`src/rtl/gray_pkg.sv`:
```
// -----------------------------------------------------------------------------
// gray_pkg
//   Shared types, limits and reference helpers for the Gray<->binary pipeline.
//   - gray_mode_e : per-word conversion direction (GM_G2B = 0, GM_B2G = 1)
//   - MAX_WIDTH / MAX_STAGES : upper bounds of the WIDTH / STAGES parameters
//   - gray2bin / bin2gray : width-generic helpers operating on the low w bits
//     of a MAX_WIDTH word (upper bits of the result are zero).
// -----------------------------------------------------------------------------
package gray_pkg;

  typedef enum logic {
    GM_G2B = 1'b0,
    GM_B2G = 1'b1
  } gray_mode_e;

  localparam int MAX_WIDTH  = 32;
  localparam int MAX_STAGES = 4;

  // Running XOR from the MSB down: each binary bit is the parity of all
  // Gray bits at or above it.
  function automatic logic [MAX_WIDTH-1:0] gray2bin(input logic [MAX_WIDTH-1:0] g,
                                                    input int w);
    logic [MAX_WIDTH-1:0] b;
    logic                 acc;
    b   = '0;
    acc = 1'b0;
    for (int i = MAX_WIDTH - 1; i >= 0; i--) begin
      if (i < w) begin
        acc  = acc ^ g[i];
        b[i] = acc;
      end
    end
    return b;
  endfunction

  function automatic logic [MAX_WIDTH-1:0] bin2gray(input logic [MAX_WIDTH-1:0] b,
                                                    input int w);
    logic [MAX_WIDTH-1:0] mask;
    mask = (w >= MAX_WIDTH) ? '1 : ((MAX_WIDTH'(1) << w) - MAX_WIDTH'(1));
    return (b ^ (b >> 1)) & mask;
  endfunction

endpackage

```
`src/rtl/gray_conv_core.sv`:
```
// -----------------------------------------------------------------------------
// gray_conv_core
//   Purely combinational WIDTH-bit converter.
//   Ports:
//     data_i [WIDTH] : word to convert
//     mode_i         : GM_G2B -> Gray to binary, GM_B2G -> binary to Gray
//     data_o [WIDTH] : converted word
// -----------------------------------------------------------------------------
module gray_conv_core
  import gray_pkg::*;
#(
  parameter int WIDTH = 8
) (
  input  logic [WIDTH-1:0] data_i,
  input  gray_mode_e       mode_i,
  output logic [WIDTH-1:0] data_o
);

  logic [WIDTH-1:0] g2b;
  logic [WIDTH-1:0] b2g;
  logic             acc;

  // b[W-1] = g[W-1]; b[i] = b[i+1] ^ g[i], expressed as a running parity.
  always_comb begin
    acc = 1'b0;
    g2b = '0;
    for (int i = WIDTH - 1; i >= 0; i--) begin
      acc    = acc ^ data_i[i];
      g2b[i] = acc;
    end
  end

  assign b2g    = data_i ^ (data_i >> 1);
  assign data_o = (mode_i == GM_B2G) ? b2g : g2b;

endmodule

```
`src/rtl/gray_bin_pipe.sv`:
```
// -----------------------------------------------------------------------------
// gray_bin_pipe
//   Streaming Gray<->binary converter with a STAGES-deep pipeline and
//   valid/ready handshakes on both sides.
//
//   Handshake: a word moves on a side when valid & ready are both high at a
//   rising edge. The whole pipeline advances when (!out_valid | out_ready);
//   in_ready equals that advance term, so every stage (bubbles included)
//   holds while the output is stalled and the output word stays stable.
//
//   Parameters: WIDTH (2..32), STAGES (1..4).
//   Ports:
//     clk, rst_n          : clock, asynchronous active-low reset
//     in_valid/in_ready   : input handshake
//     in_data, in_mode    : word and direction (0 Gray->bin, 1 bin->Gray)
//     out_valid/out_ready : output handshake
//     out_data, out_mode  : converted word and the direction it used
//     adj_err             : adjacency flag aligned with out_data
//
//   Optional feature macro GRAY_ADJ_CHECK_EN: when defined, each mode=0 word
//   is compared to the previous accepted mode=0 word and adj_err flags a
//   Hamming distance other than 1. When undefined, adj_err is constant 0.
// -----------------------------------------------------------------------------
module gray_bin_pipe
  import gray_pkg::*;
#(
  parameter int WIDTH  = 8,
  parameter int STAGES = 2
) (
  input  logic             clk,
  input  logic             rst_n,
  input  logic             in_valid,
  output logic             in_ready,
  input  logic [WIDTH-1:0] in_data,
  input  logic             in_mode,
  output logic             out_valid,
  input  logic             out_ready,
  output logic [WIDTH-1:0] out_data,
  output logic             out_mode,
  output logic             adj_err
);

  logic [STAGES-1:0] vld_q;
  logic [STAGES-1:0] mode_q;
  logic [STAGES-1:0] err_q;
  logic [WIDTH-1:0]  data_q [STAGES];

  logic              advance;
  logic              accept;
  logic [WIDTH-1:0]  conv_d;
  logic              err_d;

  assign advance = !vld_q[STAGES-1] || out_ready;
  assign accept  = in_valid && advance;

  gray_conv_core #(
    .WIDTH (WIDTH)
  ) u_core (
    .data_i (in_data),
    .mode_i (gray_mode_e'(in_mode)),
    .data_o (conv_d)
  );

`ifdef GRAY_ADJ_CHECK_EN
  logic [WIDTH-1:0] hist_q, hist_d;
  logic             hist_vld_q, hist_vld_d;

  // Only accepted Gray->bin words take part; the first one after reset has
  // no history and therefore never flags.
  always_comb begin
    hist_d     = hist_q;
    hist_vld_d = hist_vld_q;
    err_d      = 1'b0;
    if (accept && (in_mode == GM_G2B)) begin
      err_d      = hist_vld_q && ($countones(in_data ^ hist_q) != 1);
      hist_d     = in_data;
      hist_vld_d = 1'b1;
    end
  end

  always_ff @(posedge clk or negedge rst_n) begin
    if (!rst_n) begin
      hist_q     <= '0;
      hist_vld_q <= 1'b0;
    end else begin
      hist_q     <= hist_d;
      hist_vld_q <= hist_vld_d;
    end
  end
`else
  assign err_d = 1'b0;
`endif

  // Stage 0 captures the converted word; later stages are pure delay.
  // A cycle without in_valid loads a bubble (valid=0).
  always_ff @(posedge clk or negedge rst_n) begin
    if (!rst_n) begin
      vld_q  <= '0;
      mode_q <= '0;
      err_q  <= '0;
      for (int s = 0; s < STAGES; s++) begin
        data_q[s] <= '0;
      end
    end else if (advance) begin
      vld_q[0]  <= in_valid;
      data_q[0] <= conv_d;
      mode_q[0] <= in_mode;
      err_q[0]  <= err_d;
      for (int s = 1; s < STAGES; s++) begin
        vld_q[s]  <= vld_q[s-1];
        data_q[s] <= data_q[s-1];
        mode_q[s] <= mode_q[s-1];
        err_q[s]  <= err_q[s-1];
      end
    end
  end

  assign in_ready  = advance;
  assign out_valid = vld_q[STAGES-1];
  assign out_data  = data_q[STAGES-1];
  assign out_mode  = mode_q[STAGES-1];
  assign adj_err   = err_q[STAGES-1];

endmodule

```
`config.mk`:
```
export PLATFORM = sky130hd
export DESIGN_NAME = gray_bin_pipe
export DESIGN_NICKNAME = d
export VERILOG_FILES = /design/src/rtl/gray_pkg.sv /design/src/rtl/gray_conv_core.sv /design/src/rtl/gray_bin_pipe.sv
export SDC_FILE = /design/constraint.sdc
export NUM_CORES = 1
export LEC_CHECK = 0
export ABC_AREA = 1
export BUFFER_PORTS_ARGS = -buffer_cell sky130_fd_sc_hd__clkbuf_2
export CORE_ASPECT_RATIO = 0.8
export CORE_UTILIZATION = 45
export CTS_CLUSTER_SIZE = 40
export DETAILED_ROUTE_END_ITERATION = 8
export PLACE_DENSITY_LB_ADDON = 0.2
export SLEW_MARGIN = 25
export SYNTH_ARGS = -nofsm -noshare
export SYNTH_HDL_FRONTEND = slang
export SYNTH_HIERARCHICAL = 1
export SYNTH_SLANG_ARGS = --single-unit
```
`constraint.sdc`:
```
create_clock -name clk -period 1.1 [get_ports clk]
set_clock_uncertainty 0.1 [all_clocks]
set_input_delay 0.22 -clock clk [delete_from_list [all_inputs] [get_ports clk]]
set_output_delay 0.22 -clock clk [all_outputs]
set_load 0.02 [all_outputs]
```
# Word-level counts from Yosys, hierarchy flattened
# Index checks and enable logic that the tools add are counted.
[word_totals]
wordCells = 15
mem_bits_rw = 0
rom_bits = 0
latchBits = 0
input_bits = 13
mem_count = 0
reg_bits = 20
[op_classes]
multipliers = 0
n_shift = 0
div = 0
n_mux = 1
reduce_logical = 2
order_cmp = 0
add_sub_neg = 0
eq_ne = 0
n_bitwise = 8
[op_table]
columns = ["op", "n"]
rows = [
  ["$mux W8", 1],
  ["$xor A8 B7 Y8", 1],
  ["$xor A1 B1 Y1", 7],
  ["$logic_not A1 Y1", 1],
  ["$logic_or A1 B1 Y1", 1],
]

# Logic depth before layout (Yosys ltp)
# Gate-level depths: netlist of the first run.
[logic_depth]
ltp_word = 8
depth_mapped = 13
ltp_nobuf = 13

# Cells and area by module
# The synthesis of the first run kept the hierarchy.
[by_module_without_submodules]
columns = ["mod", "n_inst", "seq_area_each_um2", "area_each_um2", "cells_per_inst"]
rows = [
  ["gray_bin_pipe", 1, 500.5, 907.1, 97],
  ["gray_conv_core", 1, 0.0, 240.2, 46],
]

# Worst setup path after synthesis of the first run
# Ideal clock, no wire load.
[synth_timing]
kind = "input port to flip-flop"
start = "input in_data[3]"
end = "register data_q[8] (netlist name)"
required_time_ps = 884
arrival_ps = 942
stages = 13
slack_ps = -58
setup_ps = 116
path_cell_list = "inv_1 > nand2_1 > nand2_1 > inv_1 > nand3_1 > nand3_1 > nand3_2 > nand2_1 > nand2_1 > nand2_1 > inv_1 > nand2_1 > nand2_1"
[synth_via]
elab_chain_cells = 5
[synth_lines]
columns = ["element", "line_no", "rtl"]
rows = [
  ["start: declaration", "gray_bin_pipe.sv:34", "input logic [WIDTH-1:0] in_data,"],
  ["$xor A1 B1 Y1 (4 in series)", "gray_conv_core.sv:28", "acc = acc ^ data_i[i];"],
  ["$mux W8", "gray_conv_core.sv:34", "assign data_o = (mode_i == GM_B2G) ? b2g : g2b;"],
  ["via conv_d[0]", "gray_bin_pipe.sv:50", "logic [WIDTH-1:0] conv_d;"],
  ["end signal: indexed assignment", "gray_bin_pipe.sv:111", "data_q[s] <= data_q[s-1];"],
  ["end: declaration", "gray_bin_pipe.sv:46", "logic [WIDTH-1:0] data_q [STAGES];"],
]
# The timed path passes the listed nets, and every way through them passes these cells.
# A chain may end at the register's enable or synchronous reset.

# Final worst setup path of the first run
[layout_timing]
start = "register vld_q[1]"
end = "output out_valid"
[layout_lines]
columns = ["element", "line_no", "rtl"]
rows = [
  ["start: declaration", "gray_bin_pipe.sv:43", "logic [STAGES-1:0] vld_q;"],
  ["start signal: indexed assignment", "gray_bin_pipe.sv:110", "vld_q[s] <= vld_q[s-1];"],
  ["end: declaration", "gray_bin_pipe.sv:36", "output logic out_valid,"],
]
# No word-level cell between the ends.

==> results of run 1 <==
==> cell type report <==
type                            count  area (µm²)
Inverter                           12       66.31
Fill cell                         185       663.1
Clock buffer                        4       36.28
Sequential cell                    20       500.5
Timing Repair Buffer               45       414.1
Multi-Input combinational cell     95       548.0
Tap cell                           34       42.54
==> per-stage QoR <==
step | TNS, ns | power, mW
after floorplan | -0.05664 | 1.497
after global placement | -1.907 | 1.579
after detailed placement | -2.213 | 1.596
after CTS | -1.039 | 2.141
after global routing | -1.487 | 2.400
final | -0.8602 | 2.261
==> cells in the final DEF (no fill, tap or decap), drive strengths merged <==
cell and count:
nand2 58, dlygate4sd3 1, clkbuf 17, conb 1, o21ai 5, xor2 3, buf 31, dfrtp 20
nand3 28, inv 12
==> cell usage after synthesis, drive strengths merged <==
library cell / count
buf: 16
conb: 1
dfrtp: 20
inv: 12
nand2: 58
nand3: 28
o21ai: 5
xor2: 3
==> how the worst min path moves through the flow <==
stage,endpoint,cells after the start
6_report,vld_q[0],3
5_1_grt,vld_q[0],3
4_1_cts,vld_q[0],3
3_5_place_dp,data_q[15],1
3_3_place_gp,vld_q[0],1
2_1_floorplan,data_q[10],0
==> sequential cells by signal, indices dropped and copies added, names as in the netlist <==
signal,cells
out_data,8
vld_q,2
mode_q,2
data_q,8
==> what timing repair did <==
| action | in CTS | in global routing |
|---|---|---|
| pin swaps | 1 | 8 |
| setup endpoints to repair | 16 | 26 |
| hold buffers | 1 | 0 |
| setup buffers | 6 | 2 |
| gates resized for setup | 16 | 38 |
| hold endpoints to repair | 20 | 0 |
==> critical path, delay by kind of cell (launching register included) <==
kind	cells	cell delay, ns
buf+inv	2	0.25
flops	1	0.43
==> kinds of logic after synthesis <==
kind of cell,Yosys count
and+or+nand+nor,86
DFF,20
buffers and inverters,28
AOI/OAI and AO/OA,5
other,1
xor gates and xnor gates,3
==> power by group through the flow <==
stage	Sequential, mW	Combinational, mW	Clock [mW]
global placement	0.957	0.622	0
detailed placement	0.964	0.632	0
global route	0.981	0.962	0.457
CTS	0.949	0.769	0.423
finish	0.963	0.885	0.413
floorplan	0.963	0.535	0
==> metal layers <==
layer | vias up | track usage | routed length [µm]
li1 | 503 | - | -
met1 | 465 | 0.2277 | 1016
met2 | 20 | 0.3149 | 1218
met3 | 2 | 0.01653 | 56
met4 | 0 | 0.1000 | 23
met5 | - | 0 | 0
==> impl_metrics.tcl, run 1 <==
set metrics [dict create \
    outcome "complete, but fails checks" \
    violations "setup timing" \
    holdCritStartpoint "in_valid" \
    diodes 0 \
    setup_viol 12 \
    grt.overflow.total 0 \
    wl_per_cell_um 11.02 \
    cp.arrival_ns 0.96 \
    pwr-share-comb 0.391 \
    ys_ff_latch 20 \
    crit_fanout 3 \
    hpwl_um 1588 \
    syn_inst 143 \
    seqPwrFrac 0.426 \
    ant_nets 0 \
    final_design_area_no_fill_um2 1608 \
    clk_latency_ns 0.29 \
    h-tree-depth 1 \
    worstPathRequired_ns 0.78 \
    r2r_end "data_q[9]" \
    critical_path_class "flop to output port" \
    p_leak_nw 0.8776 \
    netlist.area_leader.share 0.4362 \
    drive_above_1_share 0.4261 \
    finalWorstPathRequiredPeriod_ns 1.285 \
    synth_xor_area_frac 0.02290 \
    synth_warnings 6 \
    io-pin-count 25 \
    end_kind "output port" \
    crit_path_cell_trace "buf_6 -> buf_8" \
    cap_violations 0 \
    clkSlewWorstSetupHoldPaths_ns 0.11 \
    synth_adder_area_share 0 \
    post-route-period-util 1.168 \
    power_switching_uw 744.6 \
    placement.io_buffers 23 \
    layout-area-overhead-vs-synth_pct 40.13 \
    max_stage_delay_ns 0.43 \
    drt_iter0_drc 55 \
    clockPowerShare 0.183 \
    synth_top_family_by_area "simple AND/OR/NAND/NOR gates" \
    synth_compound_gate_area_share 0.02508 \
    rsz0062_at_grt "true" \
    ir_worst_vdd_mv 0.4559 \
    worst_setup_path_start_kind "flop" \
    place_congestion 0.7822 \
    fmax_mhz 778.3 \
    die_h_um 47.17 \
    endpoint "out_valid" \
    firstDrtPassIters 4 \
    gr-usage-all-layers 0.1804 \
    clk_root_buffer_cell "clkbuf_4" \
    rows 15 \
    hold_ws_ns 0.01760 \
    antenna_found_initial 0 \
    die_x_um 58.46 \
    yosysUniqueCellTypes 16 \
    worstHoldPathType "primary input to flop" \
    vias_per_cell 4.714 \
    yosysTopAreaCell "dfrtp_1" \
    nets 190 \
    dp_slack_ns -0.4631 \
    cts_tree "done" \
    p_per_area_nw_per_um2 1406 \
    grt_pass1_wl_um 3643 \
    synth-simple-area-share 0.3446 \
    intPower_mw 1.516 \
    syn_area_per_cell_um2 8.023 \
    cts_buffers 3 \
    reg2reg_from "vld_q[1]" \
    finalWirelength_um 2315 \
    cp-startpoint "vld_q[1]" \
    synth_nets 156 \
    place_area_um2 1326 \
    ys_seq_area_frac 0.4362 \
    timing.critical_path.slowest_stage_cell "dfrtp_1" \
    regToRegSetupSlack_ns 0.01 \
    cts.sinks 20 \
    rr_worst_depth 5 \
    finalHoldViolCount 0 \
    setup_ws_ns -0.1849 \
    grt_pass1_vias 882 \
    ctsLongestPathBuffers 2 \
    die-area_um2 2757 \
    num_vias 990 \
    yosys-top-cells-area "dfrtp_1 44%, nand2_1 18%, nand3_1 9.6%" \
    drc_errors 0 \
    synth.mux.area_fraction 0 \
    start_util 0.5052 \
    grt_max_degree 21 \
    postLayoutCoreUtil 0.7080 \
    place_inst 197 \
    core_area_um2 2271 \
    syn_area_um2 1147 \
    final_cells 210 \
    p_sw_frac 0.3293 \
    maxSlewViolCount 0 \
]
Power figures use the tool's default switching activity.
==> inputs of run 2 (changes only) <==
ABC_AREA = not set   (was 1)
==> run 2 against run 1 <==
Effect of this change: the run ends with DRC, setup timing left; synthesized cell count decreased by 43%; area after synthesis decreased by 2.3%; non-clock buffer count increased by 2; combinational power increased by 30%; sequential share of layout area increased by 1.6 points; clock power increased by 3%; critical endpoint is now in_ready.
==> impl_metrics.tcl, run 2 <==
set metrics [dict create \
    busiest_layer "met2" \
    h-tree-depth 1 \
    die-area_um2 2696 \
    critical_path_class "flop to output port" \
    netlist.area_leader.share 0.4464 \
    outcome "complete, but fails checks" \
    rows 15 \
    use_met1 0.2133 \
    cap_violations 0 \
    antenna_found_initial 0 \
    start_util 0.4978 \
    syn_area_per_cell_um2 13.84 \
    synthArstFlopShare 1.000 \
    core_area_um2 2252 \
    ctsLongestPathBuffers 2 \
    worst_setup_path_start_kind "flop" \
    synth_warnings 6 \
    nets 134 \
    hold_ws_ns 0.05445 \
    clkSlewWorstSetupHoldPaths_ns 0.11 \
    num_vias 669 \
    crit_fanout 2 \
    finalHoldViolCount 0 \
    ir_worst_vdd_mv 0.5782 \
    drc_errors 3 \
    cts.sinks 20 \
    synth.mux.area_fraction 0.2690 \
    synth_top_family_by_area "multiplexers" \
    placement.io_buffers 23 \
    die_h_um 46.65 \
    rr_worst_depth 4 \
    io-pin-count 25 \
    worstHoldPathType "primary input to flop" \
    clockPowerShare 0.162 \
    pwr-share-comb 0.438 \
    end_kind "output port" \
    cp.arrival_ns 1.03 \
    violations "DRC, setup timing" \
    synth_nets 94 \
    yosys-top-cells-area "dfrtp_1 45%, mux2_4 24%, xnor2_1 7.0%" \
    ys_ff_latch 20 \
    cts_tree "done" \
    holdCritStartpoint "in_valid" \
    synth_adder_area_share 0 \
    layout_common_cells "20 x buf_4, 19 x dfrtp_1, 18 x mux2_4, 12 x clkbuf_2, 9 x xnor2_1" \
    syn_inst 81 \
    ys.flop_type "dfrtp_1" \
    vias_per_cell 4.614 \
    fmax_mhz 739.8 \
    diodes 0 \
    synth_compound_gate_area_share 0.004464 \
    p_leak_nw 0.7683 \
    layout_commonest_cell "buf_4" \
    firstDrtPassIters 6 \
    yosysUniqueCellTypes 18 \
    r2r_end "data_q[8]" \
    place_congestion 0.7483 \
    yosysTopAreaCell "dfrtp_1" \
    setup_viol 30 \
    seqPwrFrac 0.400 \
    setup_ws_ns -0.2517 \
    drive_above_1_share 0.6250 \
    worstPathRequired_ns 0.78 \
    p_per_area_nw_per_um2 1710 \
    power_switching_uw 764.5 \
    clk_root_buffer_cell "clkbuf_4" \
    hpwl_um 1253 \
    synthTopCellsByCount "20 x dfrtp_1, 18 x mux2_4, 10 x buf_4, 9 x xnor2_1, 4 x nor2_1" \
    post-route-period-util 1.229 \
    setup_tns_ns -5.160 \
    finalWorstPathRequiredPeriod_ns 1.352 \
    whs_path_depth 2 \
    ys_seq_area_frac 0.4464 \
    hold_end "vld_q[0]" \
    final_design_area_no_fill_um2 1535 \
    reg2reg_from "vld_q[1]" \
    finalWirelength_um 1865 \
    grt_max_degree 21 \
    clk_latency_ns 0.30 \
    wl_per_cell_um 12.86 \
    met3_usage 0.02528 \
    syn_area_um2 1121 \
    synth_xor_area_frac 0.1295 \
    place_area_um2 1305 \
    die_x_um 57.81 \
    ant_nets 0 \
    p_total_mw 2.625 \
    maxSlewViolCount 0 \
    layout-area-overhead-vs-synth_pct 36.94 \
    rsz0062_at_grt "true" \
    yosysMostFrequentCell "dfrtp_1" \
    synth-simple-area-share 0.05692 \
    synth_edf_count 0 \
    grt_pass1_wl_um 2967 \
    grt.overflow.total 0 \
    intPower_mw 1.861 \
    p_sw_frac 0.2912 \
    drt_iter0_drc 21 \
    gr-usage-all-layers 0.1535 \
    global_route.usage.met2 0.2299 \
    cts_buffers 3 \
    grt_pass1_vias 635 \
    regToRegSetupSlack_ns -0.25 \
]
-- run 2: routing by layer --
| layer | share of wire | wire (µm) | vias up |
|---|---|---|---|
| met5 | 0 | 0 | - |
| met4 | 0.019 | 35 | 0 |
| met3 | 0.040 | 74 | 4 |
| met2 | 0.45 | 842 | 24 |
| met1 | 0.49 | 913 | 310 |
| li1 | - | - | 331 |
-- run 2: cells by family after synthesis --
group,count (synthesis)
other cells,1
xor+xnor,14
simple gates,11
buf+inv,13
compound gates,1
mux,21
flops,20
-- run 2: worst max-delay path by stage --
stage	from	end	slack, ns	cells past startpoint
after floorplan	in_data[6]	data_q[8]	-0.25	5
final	vld_q[1]	in_ready	-0.25	3
after global placement	in_data[6]	data_q[9]	-0.45	6
after global routing	vld_q[1]	in_ready	-0.29	3
after detailed placement	in_data[6]	data_q[9]	-0.50	6
after CTS	vld_q[1]	in_ready	-0.28	3
-- run 2: what timing repair did --
item / 4_1_cts / 5_1_grt
endpoints found under the hold margin: 20 / 0
resized for setup: 8 / 19
pin swaps: 0 / 1
hold buffers: 1 / 0
endpoints found under the setup margin: 30 / 30
setup buffers: 6 / 5
cloned: 0 / 1
-- run 2: power by group through the flow --
stage	combinational (mW)	sequential (mW)	clock (mW)
floorplan	0.744	1.02	0
global placement	0.841	1.04	0
detailed placement	0.860	1.05	0
CTS	0.993	1.03	0.433
global route	1.23	1.07	0.472
finish	1.15	1.05	0.426
-- run 2: layout make-up --
| type | count | area (µm²) |
|---|---|---|
| Fill cell | 178 | 716.9 |
| Multi-Input combinational cell | 48 | 545.5 |
| Sequential cell | 20 | 501.7 |
| Clock buffer | 4 | 36.28 |
| Timing Repair Buffer | 47 | 416.7 |
| Tap cell | 25 | 31.28 |
| Inverter | 1 | 3.754 |
-- run 2: stage by stage --
| step | utilization | setup slack, ns | std cells |
|---|---|---|---|
| after floorplan | - | -0.2524 | 81 |
| after global placement | 0.5794 | -0.4538 | 128 |
| after detailed placement | 0.5794 | -0.4952 | 128 |
| after CTS | 0.6367 | -0.2847 | 139 |
| after global routing | 0.6817 | -0.2924 | 145 |
| final | 0.6817 | -0.2517 | 145 |
-- run 2: worst max-delay path, stage by stage, from the launching register on --
cell and delay (ns):
dfrtp_2 0.44, nand2b_4 0.09, buf_12 0.10, buf_8 0.10
